===== src/rtl/fifo_uart_tx_if.sv =====
// FIFO read side and serial output of fifo_uart_tx, bundled for port connection.
// master: the serialiser; slave: the FIFO / pin side that observes it.
interface fifo_uart_tx_if;
  logic       empty;
  logic [7:0] fifo_data;
  logic       read_en;
  logic       tx;
  logic       busy;
  logic       frame_done;

  modport master (
    input  empty,
    input  fifo_data,
    output read_en,
    output tx,
    output busy,
    output frame_done
  );

  modport slave (
    output empty,
    output fifo_data,
    input  read_en,
    input  tx,
    input  busy,
    input  frame_done
  );
endinterface


===== src/rtl/fifo_uart_tx.sv =====
// Pops bytes from a synchronous FIFO and serialises them as UART frames
// (start, 8 data LSB first, optional even parity when PARITY_EN is defined, stop).
module fifo_uart_tx #(
  parameter int CLKS_PER_BIT = 16,
  parameter int CNT_W        = $clog2(CLKS_PER_BIT)
) (
  input  logic           clk,
  input  logic           reset,
  fifo_uart_tx_if.master bus
);

  typedef enum logic [2:0] {
    IDLE,
    POP,
    LATCH,
    START,
    DATA,
`ifdef PARITY_EN
    PARITY,
`endif
    STOP
  } state_t;

  localparam logic [CNT_W-1:0] CNT_LAST = CNT_W'(CLKS_PER_BIT - 1);
  localparam logic [CNT_W-1:0] CNT_PEN  = CNT_W'(CLKS_PER_BIT - 2);

  state_t           state_q, state_d;
  logic [CNT_W-1:0] cnt_q, cnt_d;
  logic [2:0]       idx_q, idx_d;
  logic [7:0]       shift_q, shift_d;
  logic             tx_q, tx_d;
  logic             read_en_q, read_en_d;
  logic             busy_q, busy_d;
  logic             frame_done_q, frame_done_d;
  logic             bit_end;
`ifdef PARITY_EN
  logic             par_q, par_d;

  function automatic logic even_parity(input logic [7:0] b);
    return ^b;
  endfunction
`endif

  always_ff @(posedge clk) begin
    if (!reset) begin
      state_q      <= IDLE;
      cnt_q        <= '0;
      idx_q        <= '0;
      shift_q      <= '0;
      tx_q         <= 1'b1;
      read_en_q    <= 1'b0;
      busy_q       <= 1'b0;
      frame_done_q <= 1'b0;
`ifdef PARITY_EN
      par_q        <= 1'b0;
`endif
    end else begin
      state_q      <= state_d;
      cnt_q        <= cnt_d;
      idx_q        <= idx_d;
      shift_q      <= shift_d;
      tx_q         <= tx_d;
      read_en_q    <= read_en_d;
      busy_q       <= busy_d;
      frame_done_q <= frame_done_d;
`ifdef PARITY_EN
      par_q        <= par_d;
`endif
    end
  end

  always_comb begin
    state_d      = state_q;
    cnt_d        = cnt_q;
    idx_d        = idx_q;
    shift_d      = shift_q;
    tx_d         = tx_q;
    read_en_d    = 1'b0;
    busy_d       = busy_q;
    frame_done_d = 1'b0;
`ifdef PARITY_EN
    par_d        = par_q;
`endif
    bit_end      = (cnt_q == CNT_LAST);

    // Baud counter runs only while a bit is on the line; it wraps at each bit boundary.
    if (state_q != IDLE && state_q != POP && state_q != LATCH) begin
      cnt_d = bit_end ? '0 : cnt_q + CNT_W'(1);
    end

    case (state_q)
      IDLE: begin
        tx_d = 1'b1;
        if (!bus.empty) begin
          state_d   = POP;
          read_en_d = 1'b1;
          busy_d    = 1'b1;
        end
      end
      POP: state_d = LATCH;
      LATCH: begin
        shift_d = bus.fifo_data;
`ifdef PARITY_EN
        par_d   = even_parity(bus.fifo_data);
`endif
        tx_d    = 1'b0;
        cnt_d   = '0;
        idx_d   = '0;
        state_d = START;
      end
      START: begin
        if (bit_end) begin
          state_d = DATA;
          tx_d    = shift_q[0];
          shift_d = shift_q >> 1;
        end
      end
      DATA: begin
        if (bit_end) begin
          if (idx_q == 3'd7) begin
`ifdef PARITY_EN
            state_d = PARITY;
            tx_d    = par_q;
`else
            state_d = STOP;
            tx_d    = 1'b1;
`endif
          end else begin
            idx_d   = idx_q + 3'd1;
            tx_d    = shift_q[0];
            shift_d = shift_q >> 1;
          end
        end
      end
`ifdef PARITY_EN
      PARITY: begin
        if (bit_end) begin
          state_d = STOP;
          tx_d    = 1'b1;
        end
      end
`endif
      STOP: begin
        // Registered pulse: set one cycle early so it shows in the final stop cycle.
        if (cnt_q == CNT_PEN) frame_done_d = 1'b1;
        if (bit_end) begin
          if (!bus.empty) begin
            state_d   = POP;
            read_en_d = 1'b1;
            busy_d    = 1'b1;
          end else begin
            state_d = IDLE;
            busy_d  = 1'b0;
          end
        end
      end
      default: state_d = IDLE;
    endcase
  end

  assign bus.tx         = tx_q;
  assign bus.read_en    = read_en_q;
  assign bus.busy       = busy_q;
  assign bus.frame_done = frame_done_q;

endmodule

===== src/flat_wrapper.sv =====
// flat-port wrapper written by rule: the top's interface ports become plain ports
module fifo_uart_tx_flat 
#(
  parameter int CLKS_PER_BIT = 16,
  parameter int CNT_W        = $clog2(CLKS_PER_BIT)
)
  (clk, reset, bus_empty, bus_fifo_data, bus_read_en, bus_tx, bus_busy, bus_frame_done);
  fifo_uart_tx_if bus_i ();
  input  logic clk;
  input  logic reset;
  input wire logic [$bits(bus_i.empty)-1:0] bus_empty;
  input wire logic [$bits(bus_i.fifo_data)-1:0] bus_fifo_data;
  output wire logic [$bits(bus_i.read_en)-1:0] bus_read_en;
  output wire logic [$bits(bus_i.tx)-1:0] bus_tx;
  output wire logic [$bits(bus_i.busy)-1:0] bus_busy;
  output wire logic [$bits(bus_i.frame_done)-1:0] bus_frame_done;
  assign bus_i.empty = bus_empty;
  assign bus_i.fifo_data = bus_fifo_data;
  assign bus_read_en = bus_i.read_en;
  assign bus_tx = bus_i.tx;
  assign bus_busy = bus_i.busy;
  assign bus_frame_done = bus_i.frame_done;
  fifo_uart_tx #(.CLKS_PER_BIT(CLKS_PER_BIT), .CNT_W(CNT_W)) u_core (.clk(clk), .reset(reset), .bus(bus_i));
endmodule

===== config.mk =====
export PLATFORM = sky130hd
export DESIGN_NAME = fifo_uart_tx_flat
export DESIGN_NICKNAME = d
export VERILOG_FILES = /design/src/rtl/fifo_uart_tx_if.sv /design/src/rtl/fifo_uart_tx.sv /design/src/flat_wrapper.sv
export SDC_FILE = /design/constraint.sdc
export NUM_CORES = 1
export LEC_CHECK = 0
export ABC_AREA = 1
export BUFFER_PORTS_ARGS = -buffer_cell sky130_fd_sc_hd__clkbuf_2
export CORE_MARGIN = 2
export CORE_UTILIZATION = 45
export CTS_CLUSTER_DIAMETER = 80
export CTS_CLUSTER_SIZE = 28
export DETAILED_ROUTE_END_ITERATION = 7
export GPL_ROUTABILITY_DRIVEN = 0
export PLACE_DENSITY = 0.7
export SYNTH_ARGS = -nofsm -noshare
export SYNTH_HDL_FRONTEND = slang
export SYNTH_SLANG_ARGS = --single-unit

===== constraint.sdc =====
create_clock -name clk -period 4.7 [get_ports clk]
set_clock_uncertainty 0.15 [all_clocks]
set_input_delay 0.47 -clock clk [delete_from_list [all_inputs] [get_ports clk]]
set_output_delay 0.47 -clock clk [all_outputs]
set_load 0.02 [all_outputs]

==> flow_summary.rst <==
.. list-table::
   :header-rows: 1

   * - Metric
     - Value
   * - Run status
     - finished, final reports clean
   * - Worst-case vdd ir drop
     - 0.331 mV
   * - Wire length per cell after detailed routing
     - 9.73 µm
   * - Proportion of netlist area held by the largest area contributor
     - 0.374
   * - Signal arrival time at the worst endpoint
     - 1.89 ns
   * - Post-Place Cell Area
     - 0.00125 mm²
   * - List of most frequent post-synthesis cells
     - nand2_1 (44), nor2_1 (29), inv_1 (23), dfxtp_1 (22)
   * - Synth Instances
     - 177
   * - Mapped cell area
     - 0.00118 mm²
   * - Max clock buf depth
     - 2
   * - Number of clock sinks
     - 22
   * - Iteration count of the initial detailed-routing pass
     - 4
   * - Final worst-path setup slack
     - 2.86 ns
   * - Num CTS Buffers
     - 3
   * - Distinct cells, synth
     - 23
   * - H-tree lvl count
     - 1
   * - Reg2reg setup slack
     - 2.86 ns
   * - Setup repair after global routing missed its margin
     - false
   * - Row Count
     - 18
   * - Initial antenna violation count
     - 0
   * - Crit path capture type
     - register
   * - Worst Max-Slew Pin Slew
     - 0.405 ns
   * - Total Wirelength
     - 2140 µm
   * - Worst-case setup slack after placement
     - 2.88 ns
   * - Leak
     - 0.642 nW
   * - Effective utilization at floorplan
     - 0.476
   * - Placed cell count
     - 217
   * - Normalized max-slew margin
     - 0.727
   * - Share of the yosys chip area belonging to registers
     - 0.374
   * - Number of top-level design ports
     - 15
   * - Crit Path Max Fanout
     - 4
   * - Fillers
     - 269
   * - Post-synth top area cell
     - dfxtp_1
   * - Cts repair resizes
     - 0
   * - Average size of a mapped cell
     - 6.66 µm²
   * - Min Clock Period, post-route
     - 1.84 ns
   * - Synthesized net count
     - 192
   * - Total Nets Final
     - 207
   * - Max Slew Vio Count
     - 0
   * - Startpoint of the worst hold path
     - bus_fifo_data[7]
   * - Count of hold-fix buffers inserted at cts
     - 0
   * - Area added between synthesis and finish
     - 8.39%
   * - Clock transition at the registers of the reported paths
     - 0.12 ns
   * - Number of design-rule violations left by the first detailed-router iteration
     - 25
   * - Max cap viols
     - 0
   * - Routed via count divided by cell count
     - 4.96
   * - Post-route cell area
     - 0.00128 mm²
   * - Fin util
     - 0.516
   * - Logic depth of the worst register-to-register path
     - 8
   * - Number of post-CTS setup repair buffers
     - 0
   * - Ys Warns
     - 0
   * - Destination of the worst register-to-register timing path
     - u_core.idx_q[1]
   * - Share of async-settable or async-resettable flops after synthesis
     - 0
   * - Fraction of final layout cells with drive strength greater than 1
     - 0.142
   * - Maximum number of pins on one net before global-route repair
     - 18
   * - Antenna-violating nets left
     - 0
   * - Root buffer cell
     - clkbuf_4
   * - Period utilisation layout
     - 0.392
   * - Final setup violating endpoints
     - 0
   * - Core area
     - 0.00248 mm²
   * - Clock tree from TritonCTS
     - done
   * - Setup Crit Path Kind
     - register to register
   * - Area of the die
     - 0.00304 mm²
   * - Source-to-sink clock delay at the later pin of the worst-skew pair
     - 0.30 ns
   * - Via Count
     - 1092
   * - Most repeated cell in the gate-level netlist after synthesis
     - nand2_1
   * - Number of global-route vias before repair
     - 841
   * - Power per standard cell area
     - 585 mW/mm²
   * - Final antenna diode count
     - 0
   * - Hold Path Class
     - input pin to register
   * - Data required time at the worst endpoint
     - 4.75 ns
   * - Global routing usage summed across all routing layers
     - 0.155
   * - Total congestion overflow
     - 0
   * - Final hold viol count
     - 0
   * - Final standard cell count with taps included and fillers excluded
     - 220
   * - Highest clock frequency the design can meet
     - 543 MHz
   * - #FFs+latches synth
     - 22
   * - Hold-critical path depth
     - 3
   * - Final total negative setup slack
     - 0 ns
   * - Combined flip-flop and latch cell area
     - 440 µm²
   * - EDFF count, synth
     - 0
   * - Die X-Extent
     - 55.2 µm
   * - Floorplan die height
     - 55.2 µm
   * - Number of port buffers
     - 14
   * - Post-synth top flop
     - dfxtp_1
   * - Global-route wire length before repair
     - 3400 µm
   * - Minimum hold slack
     - 0.269 ns
   * - Total DRC errors in the routed layout
     - 0
   * - Synth area leaders
     - dfxtp_1 (37%), nand2_1 (14%), nor2_1 (9.2%)
   * - Estimated wirelength of the detail-placed design
     - 1660 µm
   * - Multi-input combinational cell area
     - 613 µm²
   * - Hold EP
     - u_core.shift_q[7]
   * - Startpoint of the worst register-to-register path
     - u_core.idx_q[0]
   * - Final Power
     - 0.747 mW
   * - Critical path startpoint category
     - register
[cell usage in the layout, fill, tap and decap left out]
cell and count:
nor2_4 1, nand2_2 2, a211oi_1 2, a21oi_1 10
o21ai_2 1, nand2_1 44, nand4_1 1, nand3_1 10
dfxtp_1 22, inv_2 2, o22ai_1 1, nor3_1 3
clkbuf_4 3, inv_1 23, nand3_2 2, o21ai_1 7
a31oi_1 1, nor2_1 29, clkbuf_2 14, ha_1 4
o21ai_0 6, nand2_4 2
[cell type report]
cell class,count,share of cell area
Sequential cell,22,0.345
Inverter,25,0.0735
Tap cell,30,0.0294
Clock buffer,3,0.0176
Timing Repair Buffer,14,0.0548
Multi-Input combinational cell,126,0.480
[routing by layer]
metal / vias to the layer above / track usage / wire [µm]
li1: 589 / - / -
met1: 476 / 0.196 / 1030
met2: 27 / 0.264 / 1010
met3: 0 / 0.0403 / 100
met4: 0 / 0.0366 / 0
met5: - / 0 / 0
[flip-flops by register name, summed over array words and instances (netlist names)]
name,flops
u_core.shift_q,8
u_core.cnt_q,4
u_core.idx_q,3
u_core.state_q,3
u_core.bus.busy,1
u_core.bus.frame_done,1
u_core.bus.read_en,1
u_core.bus.tx,1
[critical path, stage by stage, from the launching register on]
cell and delay (ns):
dfxtp_1 0.34, ha_1 0.20, ha_1 0.17, inv_1 0.06, nand3_1 0.15, o21ai_0 0.39, inv_1 0.11, nor2_1 0.11
nor2_1 0.05
[power breakdown]
| part | internal, mW | total [mW] | switching, mW |
|---|---|---|---|
| Combinational | 0.128 | 0.359 | 0.231 |
| Sequential | 0.257 | 0.304 | 0.0477 |
| Clock | 0.0298 | 0.0838 | 0.0540 |
| Total | 0.415 | 0.747 | 0.333 |
[how the worst max path moves through the flow]
stage / startpoint / end / slack, ns / cells past startpoint
final: u_core.idx_q[0] / u_core.idx_q[1] / 2.86 / 8
after global routing: u_core.idx_q[0] / u_core.idx_q[1] / 2.66 / 8
after CTS: u_core.idx_q[0] / u_core.idx_q[1] / 2.86 / 8
after detailed placement: u_core.idx_q[0] / u_core.idx_q[1] / 2.88 / 8
after global placement: u_core.idx_q[0] / u_core.idx_q[1] / 3.03 / 8
after floorplan: u_core.idx_q[0] / u_core.idx_q[1] / 3.10 / 8
[logic make-up after synthesis]
kind of cell               share of synthesized area
adders and majority gates                     0.0425
DFF                                            0.374
AOI/OAI and AO/OA                              0.128
and+or+nand+nor                                0.349
buffers and inverters                          0.106
(Power assumes the default switching activity.)
